$ cat config.mk
export PLATFORM = sky130hd
export DESIGN_NAME = cpu_mc
export DESIGN_NICKNAME = d
export VERILOG_FILES = /design/src/rtl/cpu_mc.sv
export SDC_FILE = /design/constraint.sdc
export NUM_CORES = 1
export LEC_CHECK = 0
export ABC_AREA = 0
export CORE_AREA = 8 8 177 179
export DETAILED_ROUTE_END_ITERATION = 7
export DIE_AREA = 0 0 185 187
export PLACE_DENSITY = 0.6
export SLEW_MARGIN = 20
export SYNTH_ARGS = -nofsm -noshare
export SYNTH_HDL_FRONTEND = slang
export SYNTH_SLANG_ARGS = --single-unit
$ cat constraint.sdc
create_clock -name CLK -period 9.5 [get_ports CLK]
set_clock_uncertainty 0.15 [all_clocks]
set_input_delay 2.85 -clock CLK [delete_from_list [all_inputs] [get_ports CLK]]
set_output_delay 2.85 -clock CLK [all_outputs]
set_load 0.03 [all_outputs]
$ cat src/rtl/cpu_mc.sv
// cpu_mc: multi-cycle FETCH/DECODE/EXECUTE/WRITEBACK core with req/ready instruction fetch.
// Optional multiplier (opcode 0x0D) is built only when CPU_MC_MULT_EN is defined.
module cpu_mc #(
  parameter int DATA_WIDTH = 8,
  parameter int REG_COUNT  = 8,
  parameter int PC_WIDTH   = 32
) (
  input  logic                         CLK,
  input  logic                         RESET,
  output logic                         INSTR_REQ,
  output logic [PC_WIDTH-1:0]          INSTR_ADDR,
  input  logic                         INSTR_READY,
  input  logic [31:0]                  INSTRUCTION,
  output logic                         RETIRED,
  output logic                         HALTED,
  input  logic [$clog2(REG_COUNT)-1:0] DBG_REG_SEL,
  output logic [DATA_WIDTH-1:0]        DBG_REG_DATA
);

  localparam int         IDX_W = $clog2(REG_COUNT);
  localparam logic [7:0] DW_U8 = 8'(DATA_WIDTH);

  localparam logic [7:0] OP_LOADI = 8'h00;
  localparam logic [7:0] OP_MOV   = 8'h01;
  localparam logic [7:0] OP_ADD   = 8'h02;
  localparam logic [7:0] OP_SUB   = 8'h03;
  localparam logic [7:0] OP_AND   = 8'h04;
  localparam logic [7:0] OP_OR    = 8'h05;
  localparam logic [7:0] OP_J     = 8'h06;
  localparam logic [7:0] OP_BEQ   = 8'h07;
  localparam logic [7:0] OP_BNE   = 8'h08;
  localparam logic [7:0] OP_ROR   = 8'h09;
  localparam logic [7:0] OP_SRA   = 8'h0A;
  localparam logic [7:0] OP_SLL   = 8'h0B;
  localparam logic [7:0] OP_SRL   = 8'h0C;
`ifdef CPU_MC_MULT_EN
  localparam logic [7:0] OP_MULT  = 8'h0D;
`endif

  typedef enum logic [2:0] {
    S_FETCH,
    S_DECODE,
    S_EXECUTE,
    S_WRITEBACK,
    S_HALT
  } state_t;

  state_t                  state_reg, state_next;
  logic                    req_reg, req_next;
  logic [31:0]             instr_reg;
  logic [PC_WIDTH-1:0]     pc_reg;
  logic [DATA_WIDTH-1:0]   a_reg, b_reg, result_reg;
  logic                    taken_reg;
  logic [PC_WIDTH-1:0]     target_reg;
  logic [DATA_WIDTH-1:0]   regs [REG_COUNT];

  logic [7:0]              opcode;
  logic [7:0]              sh;
  logic [IDX_W-1:0]        dest_idx, src1_idx, src2_idx;
  logic [DATA_WIDTH-1:0]   imm_sext;
  logic                    op_legal, op_writes;
  logic [DATA_WIDTH-1:0]   alu_result;
  logic [7:0]              rot_amt;
  logic [2*DATA_WIDTH-1:0] rot_wide;
  logic                    zero_flag, branch_taken;
  logic [PC_WIDTH-1:0]     branch_target, pc_plus4;
  logic                    unused_bits;

  assign opcode        = instr_reg[31:24];
  assign sh            = instr_reg[7:0];
  assign dest_idx      = instr_reg[16 +: IDX_W];
  assign src1_idx      = instr_reg[8 +: IDX_W];
  assign src2_idx      = instr_reg[0 +: IDX_W];
  assign imm_sext      = DATA_WIDTH'($signed(instr_reg[7:0]));
  assign pc_plus4      = pc_reg + PC_WIDTH'(4);
  assign branch_target = pc_plus4 + (PC_WIDTH'($signed(instr_reg[23:16])) << 2);
  assign unused_bits   = ^instr_reg[15:8];

  always_comb begin
    op_legal  = (opcode <= OP_SRL);
    op_writes = (opcode <= OP_OR) || ((opcode >= OP_ROR) && (opcode <= OP_SRL));
`ifdef CPU_MC_MULT_EN
    if (opcode == OP_MULT) begin
      op_legal  = 1'b1;
      op_writes = 1'b1;
    end
`endif
  end

  // Shift amounts past the width saturate explicitly rather than relying on operator semantics.
  always_comb begin
    alu_result = '0;
    rot_amt    = sh % DW_U8;
    rot_wide   = {a_reg, a_reg} >> rot_amt;
    case (opcode)
      OP_LOADI: alu_result = imm_sext;
      OP_MOV:   alu_result = b_reg;
      OP_ADD:   alu_result = a_reg + b_reg;
      OP_SUB,
      OP_BEQ,
      OP_BNE:   alu_result = a_reg - b_reg;
      OP_AND:   alu_result = a_reg & b_reg;
      OP_OR:    alu_result = a_reg | b_reg;
      OP_ROR:   alu_result = rot_wide[DATA_WIDTH-1:0];
      OP_SRA:   alu_result = (sh >= DW_U8) ? {DATA_WIDTH{a_reg[DATA_WIDTH-1]}}
                                           : $unsigned($signed(a_reg) >>> sh);
      OP_SLL:   alu_result = (sh >= DW_U8) ? '0 : (a_reg << sh);
      OP_SRL:   alu_result = (sh >= DW_U8) ? '0 : (a_reg >> sh);
`ifdef CPU_MC_MULT_EN
      OP_MULT:  alu_result = a_reg * b_reg;
`endif
      default:  alu_result = '0;
    endcase
  end

  assign zero_flag = (alu_result == '0);

  always_comb begin
    branch_taken = 1'b0;
    case (opcode)
      OP_J:    branch_taken = 1'b1;
      OP_BEQ:  branch_taken = zero_flag;
      OP_BNE:  branch_taken = !zero_flag;
      default: branch_taken = 1'b0;
    endcase
  end

  always_ff @(posedge CLK or posedge RESET) begin
    if (RESET) begin
      state_reg <= S_FETCH;
      req_reg   <= 1'b0;
    end else begin
      state_reg <= state_next;
      req_reg   <= req_next;
    end
  end

  // The request is registered so it rises one edge after reset releases; WRITEBACK pre-arms it
  // so a zero-wait fetch costs a single cycle.
  always_comb begin
    state_next = state_reg;
    req_next   = req_reg;
    RETIRED    = 1'b0;
    HALTED     = 1'b0;
    case (state_reg)
      S_FETCH: begin
        if (req_reg && INSTR_READY) begin
          state_next = S_DECODE;
          req_next   = 1'b0;
        end else begin
          req_next = 1'b1;
        end
      end
      S_DECODE:  state_next = op_legal ? S_EXECUTE : S_HALT;
      S_EXECUTE: state_next = S_WRITEBACK;
      S_WRITEBACK: begin
        RETIRED    = 1'b1;
        state_next = S_FETCH;
        req_next   = 1'b1;
      end
      S_HALT: begin
        HALTED   = 1'b1;
        req_next = 1'b0;
      end
      default: begin
        state_next = S_FETCH;
        req_next   = 1'b0;
      end
    endcase
  end

  always_ff @(posedge CLK or posedge RESET) begin
    if (RESET) begin
      instr_reg  <= '0;
      pc_reg     <= '0;
      a_reg      <= '0;
      b_reg      <= '0;
      result_reg <= '0;
      taken_reg  <= 1'b0;
      target_reg <= '0;
    end else begin
      case (state_reg)
        S_FETCH: if (req_reg && INSTR_READY) instr_reg <= INSTRUCTION;
        S_DECODE: begin
          a_reg <= regs[src1_idx];
          b_reg <= regs[src2_idx];
        end
        S_EXECUTE: begin
          result_reg <= alu_result;
          taken_reg  <= branch_taken;
          target_reg <= branch_target;
        end
        S_WRITEBACK: pc_reg <= taken_reg ? target_reg : pc_plus4;
        default: ;
      endcase
    end
  end

  generate
    for (genvar gi = 0; gi < REG_COUNT; gi++) begin : g_reg
      always_ff @(posedge CLK or posedge RESET) begin
        if (RESET)
          regs[gi] <= '0;
        else if ((state_reg == S_WRITEBACK) && op_writes && (dest_idx == IDX_W'(gi)))
          regs[gi] <= result_reg;
      end
    end
  endgenerate

  assign INSTR_REQ    = req_reg;
  assign INSTR_ADDR   = pc_reg;
  assign DBG_REG_DATA = regs[DBG_REG_SEL];

endmodule

==> out/metrics.yaml, run 1 <==
status: "complete, no violations"
period_share_pct: 86.5
cp.arrival_ns: 5.22
worst-path-stages: 4
post_cts_buffers: 0
gp_congestion: 0.915
critPathRequiredTime_ns: 6.50
hpwl_um: 22900
syn_to_final_growth_pct: 12.5
fp.dieH_um: 187
syn_nets: 1353
crit_top_cell: "clkdlybuf4s50_1"
crit_family: "buffers and inverters"
core_area_mm2: 0.0284
hold_viol_final: 0
holdBufCountCts: 0
synth_edf_count: 0
track_usage_pct: 19.7
timing.hold.ws_ns: 0.327
grt_pass1_vias: 9771
drive_gt1_share_pct: 18.3
ys_types: 75
clk_latency_ns: 0.45
power.density_mw_per_mm2: 243
slew_violations: 0
synthFlopType: "dfrtp_1"
h-tree-depth: 4
worst-path-buf-inv: 2
critPathCaptureType: "output pin"
cp_max_fo: 16
crit_slowest_cell: "clkdlybuf4s50_1"
numCtsBuffers: 17
routed_wl_um: 33400
rows: 62
largest_register_ff_count: 64
num_vias: 9989
rrSetupSlack_ns: 4.45
cp-endpoint: "DBG_REG_DATA[7]"
tns_ns: 0
grt-ovfl-total: 0
synth_area_mm2: 0.0126
antenna_found_initial: 0
r2r-end: "target_reg[31]$_DFFE_PP0N_"
critPathLaunchType: "primary input"
route.detailed.drc: 0
nFillCells: 2657
reg2reg_from: "INSTR_ADDR[2]$_DFFE_PP0P_"
fin_nets: 1374
hp-class: "reg2reg"
ys_ff_latch: 184
maxSlewHeadroom_pct: 24.4
vias_per_cell: 5.91
stdcell_area_mm2: 0.0142
worstPathCellList: "clkdlybuf4s50_1 > mux4_2 > mux2_2 > clkdlybuf4s50_1"
synth_area_per_cell_um2: 9.93
cts_resized: 0
ys.warnings.count: 0
drtIter0Drc: 823
ys_seq_area_share_pct: 36.4
grt_max_degree: 122
final_cell_mix: "dfrtp_1, nand2_1, mux2_2"
peakVddDrop_v: 0.000152
netlist_instances: 1273
rr_worst_depth: 15
post-route-min-period_ns: 8.22
cp-startpoint: "DBG_REG_SEL[1]"
clkSinkCount: 184
tightest_slew_ns: 1.13
grt_pass1_wl_um: 54400
dieArea_mm2: 0.0346
initial_core_util_pct: 44.5
grt_setup_unrepaired: "false"
path_class: "in2out"
first_pass_iters: 5
io_buffers: 75
die_x_um: 185
cts_tree: "yes"
async_reset_ff_share_pct: 100
final_antenna_net_count: 0
cp_slowest_stage_delay_ns: 1.03
n_antenna_cell: 0
root_buffer: "clkbuf_16"
avgRoutedWirePerCell_um: 19.8
drv_cap: 0
setup_viol: 0
p_leak_nw: 5.92
ios: 81
clk_pin_slew_ns: 0.07
max_freq_mhz: 122
layout_commonest_cell: "dfrtp_1"
ctsLongestPathBuffers: 2
place_area_mm2: 0.0136
## worst min-delay path by stage
stage	from	end	depth (start not counted)
after floorplan	target_reg[0]$_DFFE_PP0N_	target_reg[0]$_DFFE_PP0N_	2
after global placement	target_reg[0]$_DFFE_PP0N_	target_reg[0]$_DFFE_PP0N_	2
after detailed placement	target_reg[2]$_DFFE_PP0N_	target_reg[2]$_DFFE_PP0N_	2
after CTS	target_reg[2]$_DFFE_PP0N_	target_reg[2]$_DFFE_PP0N_	2
after global routing	target_reg[15]$_DFFE_PP0N_	target_reg[15]$_DFFE_PP0N_	2
final	target_reg[2]$_DFFE_PP0N_	target_reg[2]$_DFFE_PP0N_	2
## stage by stage
step / util [%] / setup WS [ns] / power, mW / instances
global placement: 48.1 / 1.32 / 2.73 / 1659
detailed placement: 48.1 / 1.30 / 2.75 / 1659
CTS: 50.1 / 1.29 / 3.47 / 1691
global route: 50.1 / 1.21 / 3.71 / 1691
finish: 50.1 / 1.28 / 3.45 / 1691
floorplan: - / 1.50 / 2.37 / 1273
## layer usage
layer / track usage (%) / wire length (µm)
met1: 27.9 / 16300
met2: 30.2 / 15100
met3: 3.21 / 1340
met4: 5.97 / 654
met5: 0 / 0
## cell families after synthesis
logic type / count (synthesis) / synth area share, %
flip-flops: 184 / 36.4
adder cells (fa/ha/maj): 44 / 4.43
multiplexers: 203 / 22.5
XOR/XNOR: 57 / 3.95
AO/OA/AOI/OAI: 286 / 14.0
buffers and inverters: 117 / 3.64
AND/OR/NAND/NOR: 382 / 15.1
## Yosys cell counts (5+ instances only)
cell / n / area share [%]
dfrtp_1: 184 / 36
nand2_1: 140 / 4.2
mux2_2: 109 / 9.7
o21ai_0: 98 / 3.9
nor2_1: 78 / 2.3
a21oi_1: 67 / 2.7
clkbuf_1: 55 / 1.6
mux4_2: 54 / 9.6
ha_1: 40 / 4.0
mux2i_1: 40 / 3.2
xnor2_1: 40 / 2.8
inv_1: 33 / 0.98
nor3_1: 29 / 1.1
nand3_1: 28 / 1.1
a31oi_1: 21 / 1.0
xor2_1: 17 / 1.2
buf_1: 16 / 0.48
nand4_1: 16 / 0.79
a21o_1: 14 / 0.83
nor4_1: 13 / 0.64
a22oi_1: 12 / 0.71
buf_2: 11 / 0.44
a211oi_1: 10 / 0.59
nor2b_1: 9 / 0.45
and2_1: 8 / 0.40
o21a_1: 8 / 0.48
o31ai_1: 8 / 0.48
nand2b_1: 7 / 0.35
or2_2: 7 / 0.35
or4_1: 7 / 0.42
o22ai_1: 6 / 0.30
a211o_1: 5 / 0.35
and3_1: 5 / 0.25
nor3b_1: 5 / 0.30
o211ai_1: 5 / 0.30
## tightest hold or removal path: cells and delay by family (launching register included)
kind	cells	cell delay [ns]
DFF	1	0.34
and+or+nand+nor	2	0.11
## final cells by class
| class | count | area, µm² | share of cell area, % |
|---|---|---|---|
| Inverter | 33 | 131 | 0.924 |
| Multi-Input combinational cell | 972 | 7590 | 53.4 |
| Clock inverter | 12 | 104 | 0.731 |
| Clock buffer | 20 | 467 | 3.28 |
| Tap cell | 384 | 480 | 3.38 |
| Sequential cell | 184 | 4610 | 32.4 |
| Timing Repair Buffer | 86 | 833 | 5.86 |
## power by group
| part | internal [mW] | total [mW] | switching (mW) |
|---|---|---|---|
| clock network | 0.365 | 0.703 | 0.339 |
| registers | 0.947 | 1.35 | 0.399 |
| logic | 0.679 | 1.40 | 0.724 |
Power figures use the tool's default switching activity.
==> run 2, diff against run 1 <==
- CELL_PAD_IN_SITES_DETAIL_PLACEMENT: unset -> 0
- CELL_PAD_IN_SITES_GLOBAL_PLACEMENT: unset -> 1
- PLACE_DENSITY: 0.6 -> 0.74
==> run 2 against run 1 <==
- cell count is the same
- die area did not move
- largest power group unchanged
- utilization is 0.15 points higher
- critical path type unchanged
==> out/metrics.yaml, run 2 (same netlist as run 1, synthesis figures left out) <==
clk_pin_slew_ns: 0.07  # about the same
cp.arrival_ns: 5.22  # about the same
first_pass_iters: 5  # unchanged
timing.hold.ws_ns: 0.328  # +0.000528 ns
io_buffers: 75  # unchanged
pwr-share-seq_pct: 37.9  # -1.1 points
vias_per_cell: 5.94  # +0.59%
root_buffer: "clkbuf_16"
status: "complete, no violations"
numCtsBuffers: 17  # unchanged
max_freq_mhz: 122  # about the same
grt_pass1_vias: 9937  # +1.7%
critPathRequiredTime_ns: 6.50  # about the same
nFillCells: 2671  # +0.53%
final_cell_mix: "dfrtp_1, nand2_1, mux2_2"
hold_viol_final: 0  # unchanged
peakVddDrop_v: 0.000130  # -15%
layout_commonest_cell: "dfrtp_1"
avgRoutedWirePerCell_um: 20.3  # +2.5%
grt-ovfl-total: 0  # unchanged
core_area_mm2: 0.0284  # unchanged
clk_latency_ns: 0.44  # about the same
clkSinkCount: 184  # unchanged
die_x_um: 185  # unchanged
tns_ns: 0  # unchanged
drtIter0Drc: 845  # +2.7%
tightest_slew_ns: 1.03  # -0.101 ns
dr_wl_met2_um: 15400  # +1.8%
n_antenna_cell: 0  # unchanged
critPathLaunchType: "primary input"
period_share_pct: 86.5  # about the same
p_clk_share_pct: 21.0  # +0.6 points
rows: 62  # unchanged
cp_max_fo: 16  # unchanged
post-route-min-period_ns: 8.22  # +0.00199 ns
hp-class: "reg2reg"
cts_tree: "yes"
route.detailed.drc: 0  # unchanged
initial_core_util_pct: 44.5  # unchanged
drv_cap: 0  # unchanged
power.switching_mw: 1.51  # +3.0%
power_frac_comb_pct: 41.1  # +0.5 points
wl_met1_um: 16300  # about the same
grt_max_degree: 130  # +6.6%
critPathCaptureType: "output pin"
power.density_mw_per_mm2: 246  # +1.4%
largest_register_ff_count: 64  # unchanged
track_usage_pct: 20.2  # +0.56 points
syn_to_final_growth_pct: 12.8
ctsLongestPathBuffers: 2  # unchanged
dieArea_mm2: 0.0346  # unchanged
hpwl_um: 23300  # +1.6%
routed_wl_um: 34300  # +2.5%
h-tree-depth: 4  # unchanged
holdBufCountCts: 0  # unchanged
dr_wl_met3_um: 1880  # +40%
antenna_found_initial: 0  # unchanged
internal_power_mw: 2.00  # +0.67%
num_vias: 10000  # +0.59%
fp.dieH_um: 187  # unchanged
cts_resized: 0  # unchanged
slew_violations: 0  # unchanged
final_antenna_net_count: 0  # unchanged
top_layer: "met4"
maxSlewHeadroom_pct: 31.2  # +6.7 points
grt_pass1_wl_um: 56000  # +2.9%
swShare_pct: 42.9  # +0.57 points
grt_setup_unrepaired: "false"
post_cts_buffers: 0  # unchanged
fin_nets: 1375  # +0.073%
path_class: "in2out"
ios: 81  # unchanged
setup_viol: 0  # unchanged
drive_gt1_share_pct: 18.3  # unchanged
p_leak_nw: 5.94  # +0.37%
gp_congestion: 0.892  # -2.5%
[run 2: cell type report]
cell class | instances | area, µm² | area share [%]
Multi-Input combinational cell | 972 | 7590 | 53.2
Sequential cell | 184 | 4610 | 32.3
Timing Repair Buffer | 87 | 841 | 5.90
Tap cell | 384 | 480 | 3.37
Clock buffer | 17 | 425 | 2.98
Clock inverter | 14 | 180 | 1.26
Inverter | 33 | 131 | 0.921
[run 2: critical path, stage by stage]
cell and delay [ns]:
clkdlybuf4s50_1 1.03, mux4_2 0.40, mux2_2 0.32, clkdlybuf4s50_1 0.61
[run 2: path summary, 6_finish.rpt]
kind | startpoint | cells after the start | slack [ns] | endpoint
setup reg to reg | INSTR_ADDR[2]$_DFFE_PP0P_ | 15 | 4.38 | target_reg[31]$_DFFE_PP0N_
hold / removal | target_reg[0]$_DFFE_PP0N_ | 2 | 0.33 | target_reg[0]$_DFFE_PP0N_
hold reg to reg | target_reg[0]$_DFFE_PP0N_ | 2 | 0.33 | target_reg[0]$_DFFE_PP0N_
setup / recovery | DBG_REG_SEL[1] | 4 | 1.28 | DBG_REG_DATA[7]
max in group asynchronous | RESET | 3 | 5.06 | target_reg[11]$_DFFE_PP0N_
min in group asynchronous | RESET | 2 | 2.86 | regs[49]$_DFFE_PP0P_
[run 2: per-layer routing]
layer	global-route usage [%]	up-vias
met5	0	-
met2	30.6	294
met4	7.05	0
met3	2.76	53
li1	-	4764
met1	29.1	4937
[run 2: power groups by stage]
stage / clock (mW) / combinational [mW] / sequential [mW]
after floorplan: 0 / 1.27 / 1.10
after global placement: 0 / 1.41 / 1.34
after detailed placement: 0 / 1.43 / 1.34
after CTS: 0.756 / 1.44 / 1.33
after global routing: 0.784 / 1.60 / 1.37
final: 0.737 / 1.44 / 1.33
[run 2: through the flow]
step | total power, mW | cells | setup slack [ns] | util, % | instance area [µm²]
after floorplan | 2.37 | 1273 | 1.50 | - | 12600
after global placement | 2.75 | 1660 | 1.28 | 48.1 | 13700
after detailed placement | 2.77 | 1660 | 1.28 | 48.1 | 13700
after CTS | 3.52 | 1691 | 1.28 | 50.2 | 14300
after global routing | 3.75 | 1691 | 1.22 | 50.2 | 14300
final | 3.51 | 1691 | 1.28 | 50.2 | 14300
==> run 3, diff against run 2 <==
- CORE_AREA: 8 8 177 179 -> 8 8 203 147
- DIE_AREA: 0 0 185 187 -> 0 0 211 155
- PLACE_DENSITY: 0.74 -> 0.78
- TNS_END_PERCENT: unset -> 5
==> run 3 against run 2 <==
- clock power up 3.9%
- sequential power about the same
- design area about the same
- largest cell class unchanged
- highest routed layer unchanged
- combinational power up 3%
- fmax about the same
- count of clock-buffer cells in the layout up 1
- cell count down 0.59%
- first-iteration DRC count down 1.2%
- critical path type unchanged
==> out/metrics.yaml, run 3 (same netlist as run 1, synthesis figures left out) <==
status: "complete, no violations"
worstPathCellList: "clkdlybuf4s50_1 > mux4_2 > mux2_2 > clkdlybuf4s50_1"
numCtsBuffers: 17  # unchanged
hp-class: "reg2reg"
stdcell_area_mm2: 0.0143  # about the same
dieArea_mm2: 0.0327  # -5.5%
avgRoutedWirePerCell_um: 20.7  # +2.3%
crit_slowest_cell: "clkdlybuf4s50_1"
tightest_slew_ns: 1.07  # +0.0393 ns
first_pass_iters: 5  # unchanged
clk_pin_slew_ns: 0.08  # about the same
num_vias: 10100  # +0.90%
routed_wl_um: 34900  # +1.7%
cts_resized: 0  # unchanged
drive_gt1_share_pct: 18.5  # +0.19 points
grt_pass1_vias: 9676  # -2.6%
gp_congestion: 0.917  # +2.8%
clkSinkCount: 184  # unchanged
fp.dieH_um: 155  # -17%
n_antenna_cell: 0  # unchanged
hpwl_um: 24100  # +3.5%
final_cell_mix: "dfrtp_1, nand2_1, mux2_2"
ctsLongestPathBuffers: 2  # unchanged
crit_top_cell: "clkdlybuf4s50_1"
post_cts_buffers: 0  # unchanged
final_antenna_net_count: 0  # unchanged
maxSlewHeadroom_pct: 28.6  # -2.6 points
critPathCaptureType: "output pin"
utilization_pct: 52.9  # +2.7 points
peakVddDrop_v: 0.000150  # +16%
h-tree-depth: 4  # unchanged
track_usage_pct: 21.5  # +1.3 points
path_class: "in2out"
nFillCells: 2439  # -8.7%
grt-ovfl-total: 0  # unchanged
cp.arrival_ns: 5.21  # about the same
initial_core_util_pct: 46.8  # +2.3 points
critPathRequiredTime_ns: 6.50  # about the same
cp_max_fo: 16  # unchanged
syn_to_final_growth_pct: 12.9  # about the same
antenna_found_initial: 0  # unchanged
root_buffer: "clkbuf_16"
cp_slowest_stage_delay_ns: 1.02  # about the same
grt_pass1_wl_um: 55800  # -0.32%
max_freq_mhz: 122  # about the same
period_share_pct: 86.4  # about the same
dp.cells: 1649  # -0.66%
largest_register_ff_count: 64  # unchanged
holdBufCountCts: 0  # unchanged
rows: 51  # -18%
setup_viol: 0  # unchanged
route.detailed.drc: 0  # unchanged
power.density_mw_per_mm2: 249  # +1.3%
critPathLaunchType: "primary input"
tns_ns: 0  # unchanged
layout_commonest_cell: "dfrtp_1"
ios: 81  # unchanged
grt_setup_unrepaired: "false"
post-route-min-period_ns: 8.21  # -0.00801 ns
vias_per_cell: 6.03  # +1.5%
cts_tree: "yes"
drv_cap: 0  # unchanged
core_area_mm2: 0.0270  # -4.9%
p_leak_nw: 5.96  # +0.29%
drtIter0Drc: 835  # -1.2%
slew_violations: 0  # unchanged
clk_latency_ns: 0.45  # about the same
io_buffers: 75  # unchanged
place_area_mm2: 0.0137  # about the same
fin_nets: 1377  # +0.15%
grt_max_degree: 127  # -2.3%
hold_viol_final: 0  # unchanged
die_x_um: 211  # +14%
stdcell_count: 1681  # -0.59%
-- run 3: final timing paths --
kind	startpoint	endpoint	slack [ns]	cells after the start
min in group asynchronous	RESET	target_reg[26]$_DFFE_PP0N_	2.85	2
min	target_reg[3]$_DFFE_PP0N_	target_reg[3]$_DFFE_PP0N_	0.33	2
max in group asynchronous	RESET	taken_reg$_DFFE_PP0N_	5.00	3
max	DBG_REG_SEL[1]	DBG_REG_DATA[7]	1.29	4
max reg2reg	INSTR_ADDR[2]$_DFFE_PP0P_	target_reg[29]$_DFFE_PP0N_	4.50	16
min reg2reg	target_reg[3]$_DFFE_PP0N_	target_reg[3]$_DFFE_PP0N_	0.33	2
-- run 3: where the power goes --
part / internal (mW) / switching (mW) / total [mW] / leakage [nW]
Combinational: 0.685 / 0.800 / 1.48 / 3.21
Sequential: 0.947 / 0.361 / 1.31 / 2.45
Clock: 0.408 / 0.358 / 0.766 / 0.302
Total: 2.04 / 1.52 / 3.56 / 5.96
-- run 3: final cells by class --
| class | count | area, µm² | area share [%] |
|---|---|---|---|
| Sequential cell | 184 | 4610 | 32.3 |
| Tap cell | 371 | 464 | 3.25 |
| Multi-Input combinational cell | 972 | 7590 | 53.2 |
| Inverter | 33 | 131 | 0.921 |
| Timing Repair Buffer | 89 | 856 | 6.00 |
| Clock buffer | 18 | 439 | 3.08 |
| Clock inverter | 14 | 180 | 1.26 |
-- run 3: routing by layer --
layer	global-route usage, %	routed length (µm)	vias up	part of all wire (%)
met4	5.22	421	0	1.2
met1	32.7	17600	5035	50
met2	30.5	14600	306	42
met3	4.60	2250	31	6.5
li1	-	-	4766	-
met5	0	0	-	0
-- run 3: metrics by stage --
stage / hold slack, ns / setup WS, ns / power, mW
5_1_grt: 0.344 / 1.26 / 3.78
2_1_floorplan: 0.292 / 1.50 / 2.37
3_5_place_dp: 0.316 / 1.33 / 2.78
4_1_cts: 0.333 / 1.31 / 3.55
3_3_place_gp: 0.304 / 1.33 / 2.76
6_report: 0.328 / 1.29 / 3.56
-- run 3: worst max-delay path: cells and delay by family --
kind     cells  cell delay [ns]
buf+inv      2             1.63
mux          2             0.72
